File: src/rtl/cla_seq_addsub_if.sv
// Start/done handshake, operand and result/status bundle for cla_seq_addsub.
interface cla_seq_addsub_if #(
  parameter int WIDTH = 16
);
  logic             start;
  logic [WIDTH-1:0] a;
  logic [WIDTH-1:0] b;
  logic             sub;
  logic             c0;
  logic             ready;
  logic             busy;
  logic             done;
  logic [WIDTH-1:0] f;
  logic             c_out;
  logic             ovf;
  logic             zero;

  modport master (
    output start, a, b, sub, c0,
    input  ready, busy, done, f, c_out, ovf, zero
  );

  modport slave (
    input  start, a, b, sub, c0,
    output ready, busy, done, f, c_out, ovf, zero
  );
endinterface

File: src/rtl/cla_seq_addsub.sv
// Multi-cycle add/subtract: one GROUP-bit carry-lookahead slice per clock over a WIDTH-bit operand.
// Optional signed saturation of the result when CLA_SAT_EN is defined.
module cla_seq_addsub #(
  parameter int WIDTH = 16,
  parameter int GROUP = 4
) (
  input  logic            clk,
  input  logic            rst,
  cla_seq_addsub_if.slave bus
);
  localparam int NG  = WIDTH / GROUP;
  localparam int KW  = (NG > 1) ? $clog2(NG) : 1;
  localparam int MSB = WIDTH - 1;
  localparam logic [KW-1:0] K_LAST = KW'(NG - 1);

  typedef enum logic [1:0] {IDLE, RUN, DONE} state_t;

  state_t           state;
  logic [KW-1:0]    k;
  logic             ready_r, busy_r, done_r, c_out_r, ovf_r, zero_r;
  logic [WIDTH-1:0] f_r;

  logic [WIDTH-1:0] a_p0, b_p0, acc_p0;
  logic             carry_p0;

  logic [GROUP-1:0] a_sl, b_sl, sum_sl;
  logic             cout_sl;
  logic [WIDTH-1:0] acc_nxt, f_nxt;
  logic             ovf_nxt;

  // Every carry is a flat sum-of-products of G/P terms and the group carry-in.
  function automatic logic [GROUP:0] cla_group(input logic [GROUP-1:0] x,
                                               input logic [GROUP-1:0] y,
                                               input logic             cin);
    logic [GROUP-1:0] g, p, s;
    logic [GROUP:0]   c;
    logic             term;
    g    = x & y;
    p    = x | y;
    c    = '0;
    c[0] = cin;
    for (int i = 0; i < GROUP; i++) begin
      term = cin;
      for (int j = 0; j <= i; j++) term = term & p[j];
      c[i+1] = term;
      for (int j = 0; j <= i; j++) begin
        term = g[j];
        for (int m = j + 1; m <= i; m++) term = term & p[m];
        c[i+1] = c[i+1] | term;
      end
    end
    s = x ^ y ^ c[GROUP-1:0];
    return {c[GROUP], s};
  endfunction

`ifdef CLA_SAT_EN
  function automatic logic [WIDTH-1:0] saturate(input logic [WIDTH-1:0] raw,
                                                input logic             ov,
                                                input logic             sign);
    logic signed [WIDTH-1:0] lim;
    if (!ov) return raw;
    lim      = sign ? '0 : '1;
    lim[MSB] = sign;
    return lim;
  endfunction
`endif

  always_comb begin
    a_sl              = a_p0[int'(k)*GROUP +: GROUP];
    b_sl              = b_p0[int'(k)*GROUP +: GROUP];
    {cout_sl, sum_sl} = cla_group(a_sl, b_sl, carry_p0);
    acc_nxt           = acc_p0;
    acc_nxt[int'(k)*GROUP +: GROUP] = sum_sl;
    ovf_nxt           = (a_p0[MSB] == b_p0[MSB]) && (acc_nxt[MSB] != a_p0[MSB]);
`ifdef CLA_SAT_EN
    f_nxt             = saturate(acc_nxt, ovf_nxt, a_p0[MSB]);
`else
    f_nxt             = acc_nxt;
`endif
  end

  // Operand / accumulator datapath: loaded on accept, updated each RUN edge.
  always_ff @(posedge clk) begin
    if (state == IDLE && bus.start) begin
      a_p0     <= bus.a;
      b_p0     <= bus.sub ? ~bus.b : bus.b;
      carry_p0 <= bus.c0 ^ bus.sub;
    end else if (state == RUN) begin
      acc_p0   <= acc_nxt;
      carry_p0 <= cout_sl;
    end
  end

  // Control and registered result/status.
  always_ff @(posedge clk) begin
    if (rst) begin
      state   <= IDLE;
      k       <= '0;
      ready_r <= 1'b1;
      busy_r  <= 1'b0;
      done_r  <= 1'b0;
      f_r     <= '0;
      c_out_r <= 1'b0;
      ovf_r   <= 1'b0;
      zero_r  <= 1'b0;
    end else begin
      case (state)
        IDLE: begin
          done_r <= 1'b0;
          if (bus.start) begin
            state   <= RUN;
            k       <= '0;
            ready_r <= 1'b0;
            busy_r  <= 1'b1;
          end
        end
        RUN: begin
          if (k == K_LAST) begin
            state   <= DONE;
            done_r  <= 1'b1;
            f_r     <= f_nxt;
            c_out_r <= cout_sl;
            ovf_r   <= ovf_nxt;
            zero_r  <= (f_nxt == '0);
          end else begin
            k <= k + 1'b1;
          end
        end
        DONE: begin
          state   <= IDLE;
          done_r  <= 1'b0;
          busy_r  <= 1'b0;
          ready_r <= 1'b1;
        end
        default: state <= IDLE;
      endcase
    end
  end

  assign bus.ready = ready_r;
  assign bus.busy  = busy_r;
  assign bus.done  = done_r;
  assign bus.f     = f_r;
  assign bus.c_out = c_out_r;
  assign bus.ovf   = ovf_r;
  assign bus.zero  = zero_r;
endmodule
File: src/flat_wrapper.sv
// flat-port wrapper written by rule: the top's interface ports become plain ports
module cla_seq_addsub_flat 
#(
  parameter int WIDTH = 16,
  parameter int GROUP = 4
)
  (clk, rst, bus_start, bus_a, bus_b, bus_sub, bus_c0, bus_ready, bus_busy, bus_done, bus_f, bus_c_out, bus_ovf, bus_zero);
  cla_seq_addsub_if #(.WIDTH(WIDTH)) bus_i ();
  input  logic clk;
  input  logic rst;
  input wire logic [$bits(bus_i.start)-1:0] bus_start;
  input wire logic [$bits(bus_i.a)-1:0] bus_a;
  input wire logic [$bits(bus_i.b)-1:0] bus_b;
  input wire logic [$bits(bus_i.sub)-1:0] bus_sub;
  input wire logic [$bits(bus_i.c0)-1:0] bus_c0;
  output wire logic [$bits(bus_i.ready)-1:0] bus_ready;
  output wire logic [$bits(bus_i.busy)-1:0] bus_busy;
  output wire logic [$bits(bus_i.done)-1:0] bus_done;
  output wire logic [$bits(bus_i.f)-1:0] bus_f;
  output wire logic [$bits(bus_i.c_out)-1:0] bus_c_out;
  output wire logic [$bits(bus_i.ovf)-1:0] bus_ovf;
  output wire logic [$bits(bus_i.zero)-1:0] bus_zero;
  assign bus_i.start = bus_start;
  assign bus_i.a = bus_a;
  assign bus_i.b = bus_b;
  assign bus_i.sub = bus_sub;
  assign bus_i.c0 = bus_c0;
  assign bus_ready = bus_i.ready;
  assign bus_busy = bus_i.busy;
  assign bus_done = bus_i.done;
  assign bus_f = bus_i.f;
  assign bus_c_out = bus_i.c_out;
  assign bus_ovf = bus_i.ovf;
  assign bus_zero = bus_i.zero;
  cla_seq_addsub #(.WIDTH(WIDTH), .GROUP(GROUP)) u_core (.clk(clk), .rst(rst), .bus(bus_i));
endmodule
File: config.mk
export PLATFORM = sky130hd
export DESIGN_NAME = cla_seq_addsub_flat
export DESIGN_NICKNAME = d
export VERILOG_FILES = /design/src/rtl/cla_seq_addsub_if.sv /design/src/rtl/cla_seq_addsub.sv /design/src/flat_wrapper.sv
export SDC_FILE = /design/constraint.sdc
export NUM_CORES = 1
export LEC_CHECK = 0
export BUFFER_PORTS_ARGS = -buffer_cell sky130_fd_sc_hd__buf_2
export CAP_MARGIN = 20
export CORE_AREA = 2 2 121 123
export CTS_CLUSTER_SIZE = 30
export DETAILED_ROUTE_END_ITERATION = 16
export DIE_AREA = 0 0 123 125
export PLACE_DENSITY_LB_ADDON = 0.08
export SLEW_MARGIN = 30
export SYNTH_ARGS = -nofsm -noshare
export SYNTH_HDL_FRONTEND = slang
export SYNTH_SLANG_ARGS = --single-unit
File: constraint.sdc
create_clock -name clk -period 6.7 [get_ports clk]
set_clock_uncertainty 0.2 [all_clocks]
set_input_delay 1.34 -clock clk [delete_from_list [all_inputs] [get_ports clk]]
set_output_delay 1.34 -clock clk [all_outputs]
set_load 0.02 [all_outputs]
==> impl_results.md, run 1 <==
* Post-Syn Area at 3480 sq um
* Final instance count without filler cells at 531
* Die area at 15400 sq um
* Max Cap Violations at 0
* Part of the total power dissipated in the clock network at 37.9%
* Ratio of total power to cell area at 267 nW/um^2
* Highest Clock Rate at 235 MHz
* Syn. warnings at 0
* Clock insertion delay at the later pin of the skew report at 0.33 ns
* Routed vias at 2262
* HPWL reported at the end of detailed placement at 5490 um
* Synthesis-to-layout area growth at 22.7%
* Number of instances in the synthesized netlist at 282
* Slowest stage cell, crit path: sky130_fd_sc_hd__dfxtp_1
* I/O Buffers at 58
* Result of the run: finished, final reports clean
* Hold WS at 0.244 ns
* Layout Nets at 394
* Gpl congestion at 0.728
* TritonCTS clock tree: done
* Starting Density at 24.5%
* Leakage at 1.65 nW
* Die width at 123 um
* Ys flop type: sky130_fd_sc_hd__edfxtp_1
* Via count of the first global-routing pass at 2355
* Pin slew with the least headroom to its limit at 0.610 ns
* Final antenna diode count at 0
* Setup CP Type: register to register
* Maximum resistive drop on vdd at 0.104 mV
* Final period demand of the worst path at 4.26 ns
* Leftover overflow at the end of global routing at 0
* Headroom to the max-slew limit at 59.1%
* Setup Total Neg Slack at 0 ns
* Crit Path Max Fanout at 16
* Critical path buffer and inverter count at 1
* Antenna violations before repair at 0
* Final ANT Viol Nets at 0
* Logic pwr share at 14.6%
* Post-CTS clock slew at the launch and capture registers of the worst setup and hold paths at 0.06 ns
* Proportion of register bits with asynchronous set or reset after synthesis at 0%
* Detailed Route Iter0 Violations at 68
* Critical Path RT at 6.74 ns
* Design Power at 1.14 mW
* Global router's overall resource usage at 10.8%
* Share of synthesized area occupied by flip-flops and latches at 57.2%
* Routed via count divided by cell count at 4.26
* Worst Path Arrival at 4.30 ns
* Post-CTS setup buffer count at 0
* Pin count of the biggest net entering global routing at 36
* Synthesis-stage register bit count at 75
* Number of sinks handled by clock tree synthesis at 75
* Post-CTS Hold Buffers at 0
* Post-synth net total at 334
* Endpoints failing hold at 0
* Net switching power at 294 uW
* Number of search-and-repair iterations in the first detailed-routing pass at 4
* Standard cell core area at 14200 sq um
* Cell internal power dissipation at 846 uW
* Number of instances resized during post-cts repair at 0
* Site row count at 44
* Share of final-layout standard cells stronger than drive strength 1 at 25.1%
* Die height at 125 um
* Power share of the sequential group at 47.5%
* CTS H-tree lvls at 3
* Maximum count of clock buffers along a single path at 2
* Count of final max-slew check failures at 0
* Unrepaired setup endpoints after global routing: false
* Clock buffers created by TritonCTS at 9
* DRC violations left at 0
* CP Capture Type: register
* Cells traversed along the worst timing path: buf_4, mux4_2, fa_1, nor4bb_1, mux2_4, or4_1, or4b_1, or4_1, o32ai_1
* Number of enable-type register cells in the synthesized netlist at 49
* Total wirelength of the detailed-routed design at 7590 um
* Post-synthesis cell type count at 46
* Share of the clock period used by the worst path at 63.5%
* Most frequent cell on the critical path: sky130_fd_sc_hd__or4_1
* Sw Share at 25.8%
* Finished Core Util at 30.1%
* Post-Syn Area per Cell at 12.3 sq um
* First-pass GRT wire length at 12200 um
* Min-delay worst type: register to register
* Crit path max-delay family: simple AND/OR/NAND/NOR gates
* IO Pins at 59
* Final setup viols at 0
* Per-cell routed wire length at 14.3 um
* Sort of element at the start of the critical path: register
* Filler cell count in the final layout at 1517
* Clock root buffer master: sky130_fd_sc_hd__clkbuf_16
* # placed instances at 514
* Delay of the slowest cell on the worst path at 0.58 ns
state kept, by name, summed over array words and instances (netlist names), 2 cells and up:
| name | count |
|---|---|
| u_core.a_p0 | 16 |
| u_core.acc_p0 | 16 |
| u_core.b_p0 | 16 |
| u_core.bus.f | 16 |
| u_core.k | 2 |
| u_core.state | 2 |
cells in the mapped netlist, drive strengths merged, types with 3 or more instances:
cell type   n  area share, %
edfxtp     49             42
nor2       33            3.6
dfxtp      26             15
inv        22            2.4
xor2       17            4.3
nand2      15            1.6
ha         14            5.0
mux2i      14            4.0
mux4        8            5.2
a21oi       7            1.0
clkbuf      7           0.76
o22ai       7            1.4
nand2b      6            1.1
nor2b       6            1.1
buf         5           0.68
nor3        4           0.58
o21ai       4           0.58
a211oi      3           0.65
a311oi      3           0.76
xnor2       3           0.76
power groups by stage:
stage	combinational, mW	clock (mW)	sequential (mW)
detailed placement	0.167	0	0.552
floorplan	0.116	0	0.547
CTS	0.167	0.453	0.543
global route	0.186	0.467	0.545
global placement	0.166	0	0.553
finish	0.166	0.432	0.541
placed cells by master, fill, tap and decap left out, types with 4 or more instances in the layout:
cell type,count
sky130_fd_sc_hd__a21oi_1,7
sky130_fd_sc_hd__buf_2,58
sky130_fd_sc_hd__clkbuf_16,9
sky130_fd_sc_hd__dfxtp_1,26
sky130_fd_sc_hd__edfxtp_1,49
sky130_fd_sc_hd__ha_1,14
sky130_fd_sc_hd__inv_1,22
sky130_fd_sc_hd__mux2i_1,14
sky130_fd_sc_hd__mux4_2,8
sky130_fd_sc_hd__nand2_1,15
sky130_fd_sc_hd__nand2b_1,6
sky130_fd_sc_hd__nor2_1,31
sky130_fd_sc_hd__nor2b_1,6
sky130_fd_sc_hd__nor3_1,4
sky130_fd_sc_hd__o21ai_0,4
sky130_fd_sc_hd__o22ai_1,6
sky130_fd_sc_hd__xor2_1,17
layout make-up:
type	count	area (sq um)	area share, %
Clock inverter	6	32.5	0.762
Clock buffer	10	229	5.36
Inverter	22	82.6	1.93
Sequential cell	75	1990	46.7
Multi-Input combinational cell	173	1370	32.1
Timing Repair Buffer	61	333	7.80
Tap cell	184	230	5.39
worst register-to-register path: cells and delay by family, from the launching register on:
family,cells,cell delay [ns]
AND/OR/NAND/NOR,4,1.51
AO/OA/AOI/OAI,1,0.13
flip-flops,1,0.58
buffers and inverters,1,0.31
adder cells (fa/ha/maj),1,0.57
multiplexers,2,0.87
through the flow:
step	cell area, sq um	setup WS [ns]
3_3_place_gp	3980	2.44
3_5_place_dp	3980	2.36
4_1_cts	4240	2.35
2_1_floorplan	3480	2.48
6_report	4270	2.44
5_1_grt	4270	2.23
worst paths after layout:
path                            startpoint                            end  slack [ns]  depth (start not counted)
max               u_core.k[0]$_SDFFE_PP0P_   u_core.bus.zero$_SDFFE_PP0P_        2.44                          9
min          u_core.bus.ready$_SDFFE_PP1P_  u_core.bus.ready$_SDFFE_PP1P_        0.24                          2
max reg2reg       u_core.k[0]$_SDFFE_PP0P_   u_core.bus.zero$_SDFFE_PP0P_        2.44                          9
min reg2reg  u_core.bus.ready$_SDFFE_PP1P_  u_core.bus.ready$_SDFFE_PP1P_        0.24                          2
kinds of logic after synthesis:
group	synth area share, %
compound gates	7.44
mux	9.64
xor+xnor	5.03
buf+inv	3.81
fa+ha+maj	5.61
flops	57.2
simple gates	11.2
per-layer routing:
layer  wire length (um)  track usage [%]  share of wire [%]
met1               3470             12.7                 46
met2               3650             17.5                 48
met3                282             3.15                3.7
met4                182             5.61                2.4
met5                  0                0                  0
Note: power is estimated with default switching activity, not from simulation.
==> run 2: changes to the inputs <==
- clock period: 6.7 -> 4.1 ns (I/O delays scaled with it)
==> impl_results.md, run 2 (synthesized netlist as in run 1, its figures left out) <==
* HPWL reported at the end of detailed placement at 5700 um (was 5490 um)
* Critical Path RT at 4.16 ns (was 6.74 ns)
* Final ANT Viol Nets at 0 (unchanged)
* Headroom to the max-slew limit at 63.8% (was 59.1%)
* Per-cell routed wire length at 14.7 um (was 14.3 um)
* Post-route worst setup slack at 0.305 ns (was 2.44 ns)
* Final setup viols at 0 (unchanged)
* Leftover overflow at the end of global routing at 0 (unchanged)
* Net switching power at 494 uW (was 294 uW)
* DRC violations left at 0 (unchanged)
* Unrepaired setup endpoints after global routing: false (unchanged)
* Design Power at 1.97 mW (was 1.14 mW)
* Detailed Route Iter0 Violations at 74 (was 68)
* Number of sinks handled by clock tree synthesis at 75 (unchanged)
* Antenna violations before repair at 0 (unchanged)
* Maximum count of clock buffers along a single path at 2 (unchanged)
* Die height at 125 um (unchanged)
* Routed via count divided by cell count at 4.26 (about the same)
* CP Capture Type: register (unchanged)
* Post-CTS Hold Buffers at 0 (unchanged)
* Pin count of the biggest net entering global routing at 36 (unchanged)
* Ratio of total power to cell area at 455 nW/um^2 (was 267 nW/um^2)
* Filler cell count in the final layout at 1492 (was 1517)
* Final antenna diode count at 0 (unchanged)
* First-pass GRT wire length at 12800 um (was 12200 um)
* Delay of the slowest cell on the worst path at 0.59 ns (was 0.58 ns)
* Standard cell core area at 14200 sq um (unchanged)
* Via count of the first global-routing pass at 2416 (was 2355)
* Leakage at 1.70 nW (was 1.65 nW)
* Part of the total power dissipated in the clock network at 40.6% (was 37.9%)
* Number of cells traversed by the worst hold path at 2 (unchanged)
* Starting Density at 24.5% (unchanged)
* Die area at 15400 sq um (unchanged)
* Sw Share at 25.1% (was 25.8%)
* Clock insertion delay at the later pin of the skew report at 0.34 ns (was 0.33 ns)
* Power share of the sequential group at 44.8% (was 47.5%)
* Share of final-layout standard cells stronger than drive strength 1 at 27.2% (was 25.1%)
* Number of search-and-repair iterations in the first detailed-routing pass at 5 (was 4)
* Min-delay worst type: register to register (unchanged)
* Result of the run: finished, final reports clean (unchanged)
* Destination of the worst register-to-register timing path: u_core.bus.zero$_SDFFE_PP0P_ (unchanged)
* Synthesis-to-layout area growth at 24.4% (was 22.7%)
* Number of instances resized during post-cts repair at 0 (unchanged)
* Setup Total Neg Slack at 0 ns (unchanged)
* Gpl congestion at 0.762 (was 0.728)
* Reg2Reg Setup Slack at 0.31 ns (was 2.44 ns)
* Cell internal power dissipation at 1.48 mW (was 846 uW)
* Maximum resistive drop on vdd at 0.173 mV (was 0.104 mV)
* Most frequent cell on the critical path: sky130_fd_sc_hd__or4_1 (unchanged)
* Final instance count without filler cells at 537 (was 531)
* Count of final max-slew check failures at 0 (unchanged)
* FF-to-FF Start: u_core.k[0]$_SDFFE_PP0P_ (unchanged)
* Final design instance area without fill at 4330 sq um (was 4270 sq um)
* TritonCTS clock tree: done (unchanged)
* Path depth of the worst reg2reg path at 8 (was 9)
* Post-Place Worst Slack at 0.288 ns (was 2.36 ns)
* Highest Clock Rate at 264 MHz (was 235 MHz)
* Routed vias at 2288 (was 2262)
* Min-delay src: u_core.bus.ready$_SDFFE_PP1P_ (unchanged)
* # placed instances at 521 (was 514)
* Total wirelength of the detailed-routed design at 7890 um (was 7590 um)
* Endpoints failing hold at 0 (unchanged)
* Logic pwr share at 14.6% (about the same)
* Sort of element at the start of the critical path: register (unchanged)
* Total placed instance area at 4030 sq um (was 3980 sq um)
* Endpoint, Worst Hold: u_core.bus.ready$_SDFFE_PP1P_ (unchanged)
* Clock buffers created by TritonCTS at 9 (unchanged)
* Setup CP Type: register to register (unchanged)
* Max Cap Violations at 0 (unchanged)
* Global router's overall resource usage at 11.2% (was 10.8%)
* Post-CTS clock slew at the launch and capture registers of the worst setup and hold paths at 0.06 ns (about the same)
* CTS H-tree lvls at 3 (unchanged)
* Clock root buffer master: sky130_fd_sc_hd__clkbuf_16 (unchanged)
* Post-CTS setup buffer count at 0 (unchanged)
* Site row count at 44 (unchanged)
* I/O Buffers at 58 (unchanged)
* Pin slew with the least headroom to its limit at 0.544 ns (was 0.610 ns)
* Cells traversed along the worst timing path: mux4_2, fa_1, nor4bb_1, mux2_4, or4_1, or4b_1, or4_1, o32ai_1 (was buf_4, mux4_2, fa_1, nor4bb_1, mux2_4, or4_1, or4b_1, or4_1, o32ai_1)
* Crit Path Max Fanout at 5 (was 16)
* Commonest cells after routing, fill and taps aside: 58 x sky130_fd_sc_hd__buf_2, 49 x sky130_fd_sc_hd__edfxtp_1, 32 x sky130_fd_sc_hd__nor2_1, 26 x sky130_fd_sc_hd__dfxtp_1, 22 x sky130_fd_sc_hd__inv_1 (was 58 x sky130_fd_sc_hd__buf_2, 49 x sky130_fd_sc_hd__edfxtp_1, 31 x sky130_fd_sc_hd__nor2_1, 26 x sky130_fd_sc_hd__dfxtp_1, 22 x sky130_fd_sc_hd__inv_1)
* Share of the clock period used by the worst path at 92.6% (was 63.5%)
* Final period demand of the worst path at 3.79 ns (was 4.26 ns)
* Slowest stage cell, crit path: sky130_fd_sc_hd__mux4_2 (was sky130_fd_sc_hd__dfxtp_1)
* IO Pins at 59 (unchanged)
* Commonest non-fill, non-tap cell in the layout: sky130_fd_sc_hd__buf_2 (unchanged)
* Layout Nets at 400 (was 394)
* Worst Path Arrival at 3.85 ns (was 4.30 ns)
* Die width at 123 um (unchanged)
-- run 2: changes by cell type in the layout (fill, tap and decap cells not counted) --
cell / delta
sky130_fd_sc_hd__buf_16: -1
sky130_fd_sc_hd__buf_4: +7
sky130_fd_sc_hd__bufinv_16: +1
sky130_fd_sc_hd__clkbuf_1: -1
sky130_fd_sc_hd__clkbuf_8: +1
sky130_fd_sc_hd__clkinv_1: -3
sky130_fd_sc_hd__clkinv_2: +1
sky130_fd_sc_hd__clkinv_4: +1
sky130_fd_sc_hd__nor2_1: +1
sky130_fd_sc_hd__nor2_4: -1
-- run 2: worst max-delay path by stage --
stage / startpoint / to / slack (ns) / cells past startpoint
2_1_floorplan: u_core.k[0]$_SDFFE_PP0P_ / u_core.bus.zero$_SDFFE_PP0P_ / 0.13 / 10
3_3_place_gp: u_core.k[0]$_SDFFE_PP0P_ / u_core.bus.zero$_SDFFE_PP0P_ / 0.33 / 8
5_1_grt: u_core.k[0]$_SDFFE_PP0P_ / u_core.bus.zero$_SDFFE_PP0P_ / 0.15 / 10
6_report: u_core.k[0]$_SDFFE_PP0P_ / u_core.bus.zero$_SDFFE_PP0P_ / 0.31 / 8
3_5_place_dp: u_core.k[0]$_SDFFE_PP0P_ / u_core.bus.zero$_SDFFE_PP0P_ / 0.29 / 10
4_1_cts: u_core.k[0]$_SDFFE_PP0P_ / u_core.bus.zero$_SDFFE_PP0P_ / 0.28 / 8
-- run 2: stage by stage --
step	hold WS (ns)	utilization (%)
finish	0.241	30.5
global route	0.290	30.5
CTS	0.244	30.5
detailed placement	0.235	28.3
floorplan	0.299	-
global placement	0.239	28.3
-- run 2: worst max-delay path: cells and delay by family, from the launching register on --
kind / cells / cell delay (ns)
simple gates: 4 / 1.53
mux: 2 / 0.87
fa+ha+maj: 1 / 0.56
flops: 1 / 0.42
compound gates: 1 / 0.12
-- run 2: final cells by class --
type                    instances  area, sq um  share of cell area (%)
inverters                      22         82.6                    1.91
well taps                     184          230                    5.32
clock buffers                  10          239                    5.52
repair buffers                 67          358                    8.27
flip-flops and latches         75         1990                    46.0
clock inverters                 6         65.1                    1.50
multi-input cells             173         1360                    31.5
-- run 2: per-layer routing --
metal | routed length [um] | global-route usage (%)
met5 | 0 | 0
met4 | 143 | 4.61
met3 | 341 | 3.65
met2 | 3900 | 17.5
met1 | 3510 | 14.1
-- run 2: power by group through the flow --
stage / clock [mW] / combinational [mW] / sequential, mW
global route: 0.868 / 0.326 / 0.886
global placement: 0 / 0.292 / 0.900
floorplan: 0 / 0.189 / 0.894
detailed placement: 0 / 0.293 / 0.899
CTS: 0.831 / 0.294 / 0.883
finish: 0.799 / 0.288 / 0.882
==> run 3: changes to the inputs <==
- ABC_AREA: unset -> 0
- CORE_AREA: 2 2 121 123 -> 2 2 113 115
- DIE_AREA: 0 0 123 125 -> 0 0 115 117
==> impl_results.md, run 3 (synthesized netlist as in run 1, its figures left out) <==
* Sw Share at 23.7% (was 25.1%)
* Maximum resistive drop on vdd at 0.201 mV (was 0.173 mV)
* Final ANT Viol Nets at 0 (unchanged)
* Clock insertion delay at the later pin of the skew report at 0.34 ns (about the same)
* Clock buffers created by TritonCTS at 9 (unchanged)
* First-pass GRT wire length at 11900 um (was 12800 um)
* Count of final max-slew check failures at 0 (unchanged)
* DRC violations left at 0 (unchanged)
* Share of the clock period used by the worst path at 92.0% (was 92.6%)
* Ratio of total power to cell area at 483 nW/um^2 (was 455 nW/um^2)
* Number of sinks handled by clock tree synthesis at 75 (unchanged)
* CTS H-tree lvls at 3 (unchanged)
* Layout Nets at 398 (was 400)
* Leftover overflow at the end of global routing at 0 (unchanged)
* Routed vias at 2238 (was 2288)
* Multi-input gate area in the final layout at 1360 sq um (unchanged)
* Pin count of the biggest net entering global routing at 36 (unchanged)
* Filler cell count in the final layout at 1257 (was 1492)
* Commonest cells after routing, fill and taps aside: 58 x sky130_fd_sc_hd__buf_2, 49 x sky130_fd_sc_hd__edfxtp_1, 32 x sky130_fd_sc_hd__nor2_1, 25 x sky130_fd_sc_hd__dfxtp_1, 22 x sky130_fd_sc_hd__inv_1 (was 58 x sky130_fd_sc_hd__buf_2, 49 x sky130_fd_sc_hd__edfxtp_1, 32 x sky130_fd_sc_hd__nor2_1, 26 x sky130_fd_sc_hd__dfxtp_1, 22 x sky130_fd_sc_hd__inv_1)
* Total wirelength of the detailed-routed design at 7460 um (was 7890 um)
* Sort of element at the start of the critical path: register (unchanged)
* Gpl congestion at 0.791 (was 0.762)
* Standard cell core area at 12300 sq um (was 14200 sq um)
* Antenna violations before repair at 0 (unchanged)
* Crit Path Max Fanout at 5 (unchanged)
* Net switching power at 495 uW (was 494 uW)
* CP Capture Type: register (unchanged)
* Global router's overall resource usage at 12.1% (was 11.2%)
* Power share of the sequential group at 42.3% (was 44.8%)
* Setup Total Neg Slack at 0 ns (unchanged)
* Routed via count divided by cell count at 4.47 (was 4.26)
* Starting Density at 28.3% (was 24.5%)
* Setup CP Type: register to register (unchanged)
* Final design instance area without fill at 4320 sq um (was 4330 sq um)
* Headroom to the max-slew limit at 60.2% (was 63.8%)
* Post-CTS Hold Buffers at 0 (unchanged)
* Pin slew with the least headroom to its limit at 0.594 ns (was 0.544 ns)
* Final setup viols at 0 (unchanged)
* Final period demand of the worst path at 3.77 ns (was 3.79 ns)
* Reg2Reg Setup Slack at 0.33 ns (was 0.31 ns)
* Leakage at 1.71 nW (was 1.70 nW)
* HPWL reported at the end of detailed placement at 5310 um (was 5700 um)
* Area occupied by registers at 1990 sq um (about the same)
* Via count of the first global-routing pass at 2200 (was 2416)
* Unrepaired setup endpoints after global routing: false (unchanged)
* Synthesis-to-layout area growth at 24.2% (was 24.4%)
* Endpoints failing hold at 0 (unchanged)
* Detailed Route Iter0 Violations at 68 (was 74)
* Logic pwr share at 13.4% (was 14.6%)
* Total placed instance area at 3970 sq um (was 4030 sq um)
* Number of search-and-repair iterations in the first detailed-routing pass at 4 (was 5)
* Commonest non-fill, non-tap cell in the layout: sky130_fd_sc_hd__buf_2 (unchanged)
* Per-cell routed wire length at 14.9 um (was 14.7 um)
* Result of the run: finished, final reports clean (unchanged)
* Number of instances resized during post-cts repair at 0 (unchanged)
* Worst Path Arrival at 3.82 ns (was 3.85 ns)
* Part of the total power dissipated in the clock network at 44.2% (was 40.6%)
* Final antenna diode count at 0 (unchanged)
* Critical Path RT at 4.15 ns (was 4.16 ns)
* Die width at 115 um (was 123 um)
* Highest Clock Rate at 265 MHz (was 264 MHz)
* TritonCTS clock tree: done (unchanged)
* Post-CTS clock slew at the launch and capture registers of the worst setup and hold paths at 0.06 ns (about the same)
* Post-CTS setup buffer count at 0 (unchanged)
* Cell internal power dissipation at 1.59 mW (was 1.48 mW)
* Max Cap Violations at 0 (unchanged)
* Min-delay worst type: register to register (unchanged)
* Design Power at 2.09 mW (was 1.97 mW)
* Die area at 13500 sq um (was 15400 sq um)
* Site row count at 41 (was 44)
* I/O Buffers at 58 (unchanged)
* Clock root buffer master: sky130_fd_sc_hd__clkbuf_16 (unchanged)
* Maximum count of clock buffers along a single path at 2 (unchanged)
* Hold WS at 0.242 ns (was 0.241 ns)
* IO Pins at 59 (unchanged)
* Die height at 117 um (was 125 um)
* Share of final-layout standard cells stronger than drive strength 1 at 26.5% (was 27.2%)
run 3: cell type report:
class,count,share of cell area [%]
Timing Repair Buffer,65,8.02
Inverter,22,1.91
Multi-Input combinational cell,173,31.5
Clock buffer,13,6.54
Sequential cell,75,46.1
Clock inverter,3,1.56
Tap cell,150,4.34
run 3: path summary, 6_finish.rpt:
path,startpoint,end,cells past startpoint
worst min register to register,u_core.bus.ready$_SDFFE_PP1P_,u_core.bus.ready$_SDFFE_PP1P_,2
worst max register to register,u_core.k[0]$_SDFFE_PP0P_,u_core.bus.zero$_SDFFE_PP0P_,8
worst min-delay path,u_core.bus.ready$_SDFFE_PP1P_,u_core.bus.ready$_SDFFE_PP1P_,2
worst max-delay path,u_core.k[0]$_SDFFE_PP0P_,u_core.bus.zero$_SDFFE_PP0P_,8
run 3: per-stage QoR:
stage	util, %	setup WS (ns)	std cells
final	35.1	0.327	501
after CTS	35.1	0.136	501
after detailed placement	32.2	0.131	485
after global placement	32.2	0.203	485
after global routing	35.1	0.100	501
after floorplan	-	0.128	282
run 3: per-layer routing:
layer / track usage [%] / wire length (um) / part of all wire [%] / vias up
met5: 0 / 0 / 0 / -
met4: 6.75 / 189 / 2.5 / 0
met3: 3.24 / 266 / 3.6 / 12
met2: 19.6 / 3620 / 49 / 43
met1: 14.7 / 3380 / 45 / 1042
li1: - / - / - / 1141
run 3: power groups by stage:
| stage | clock network, mW | registers, mW | logic [mW] |
|---|---|---|---|
| 2_1_floorplan | 0 | 0.894 | 0.189 |
| 3_3_place_gp | 0 | 0.900 | 0.282 |
| 3_5_place_dp | 0 | 0.900 | 0.284 |
| 4_1_cts | 0.952 | 0.884 | 0.285 |
| 5_1_grt | 0.988 | 0.888 | 0.313 |
| 6_report | 0.923 | 0.883 | 0.280 |
run 3: critical path, cell delays in order (launching register included):
cell and delay (ns):
sky130_fd_sc_hd__dfxtp_2 0.42, sky130_fd_sc_hd__mux4_2 0.57, sky130_fd_sc_hd__fa_1 0.56, sky130_fd_sc_hd__nor4bb_1 0.17
sky130_fd_sc_hd__mux2_4 0.28, sky130_fd_sc_hd__or4_1 0.48, sky130_fd_sc_hd__or4b_1 0.46, sky130_fd_sc_hd__or4_1 0.41
sky130_fd_sc_hd__o32ai_1 0.12
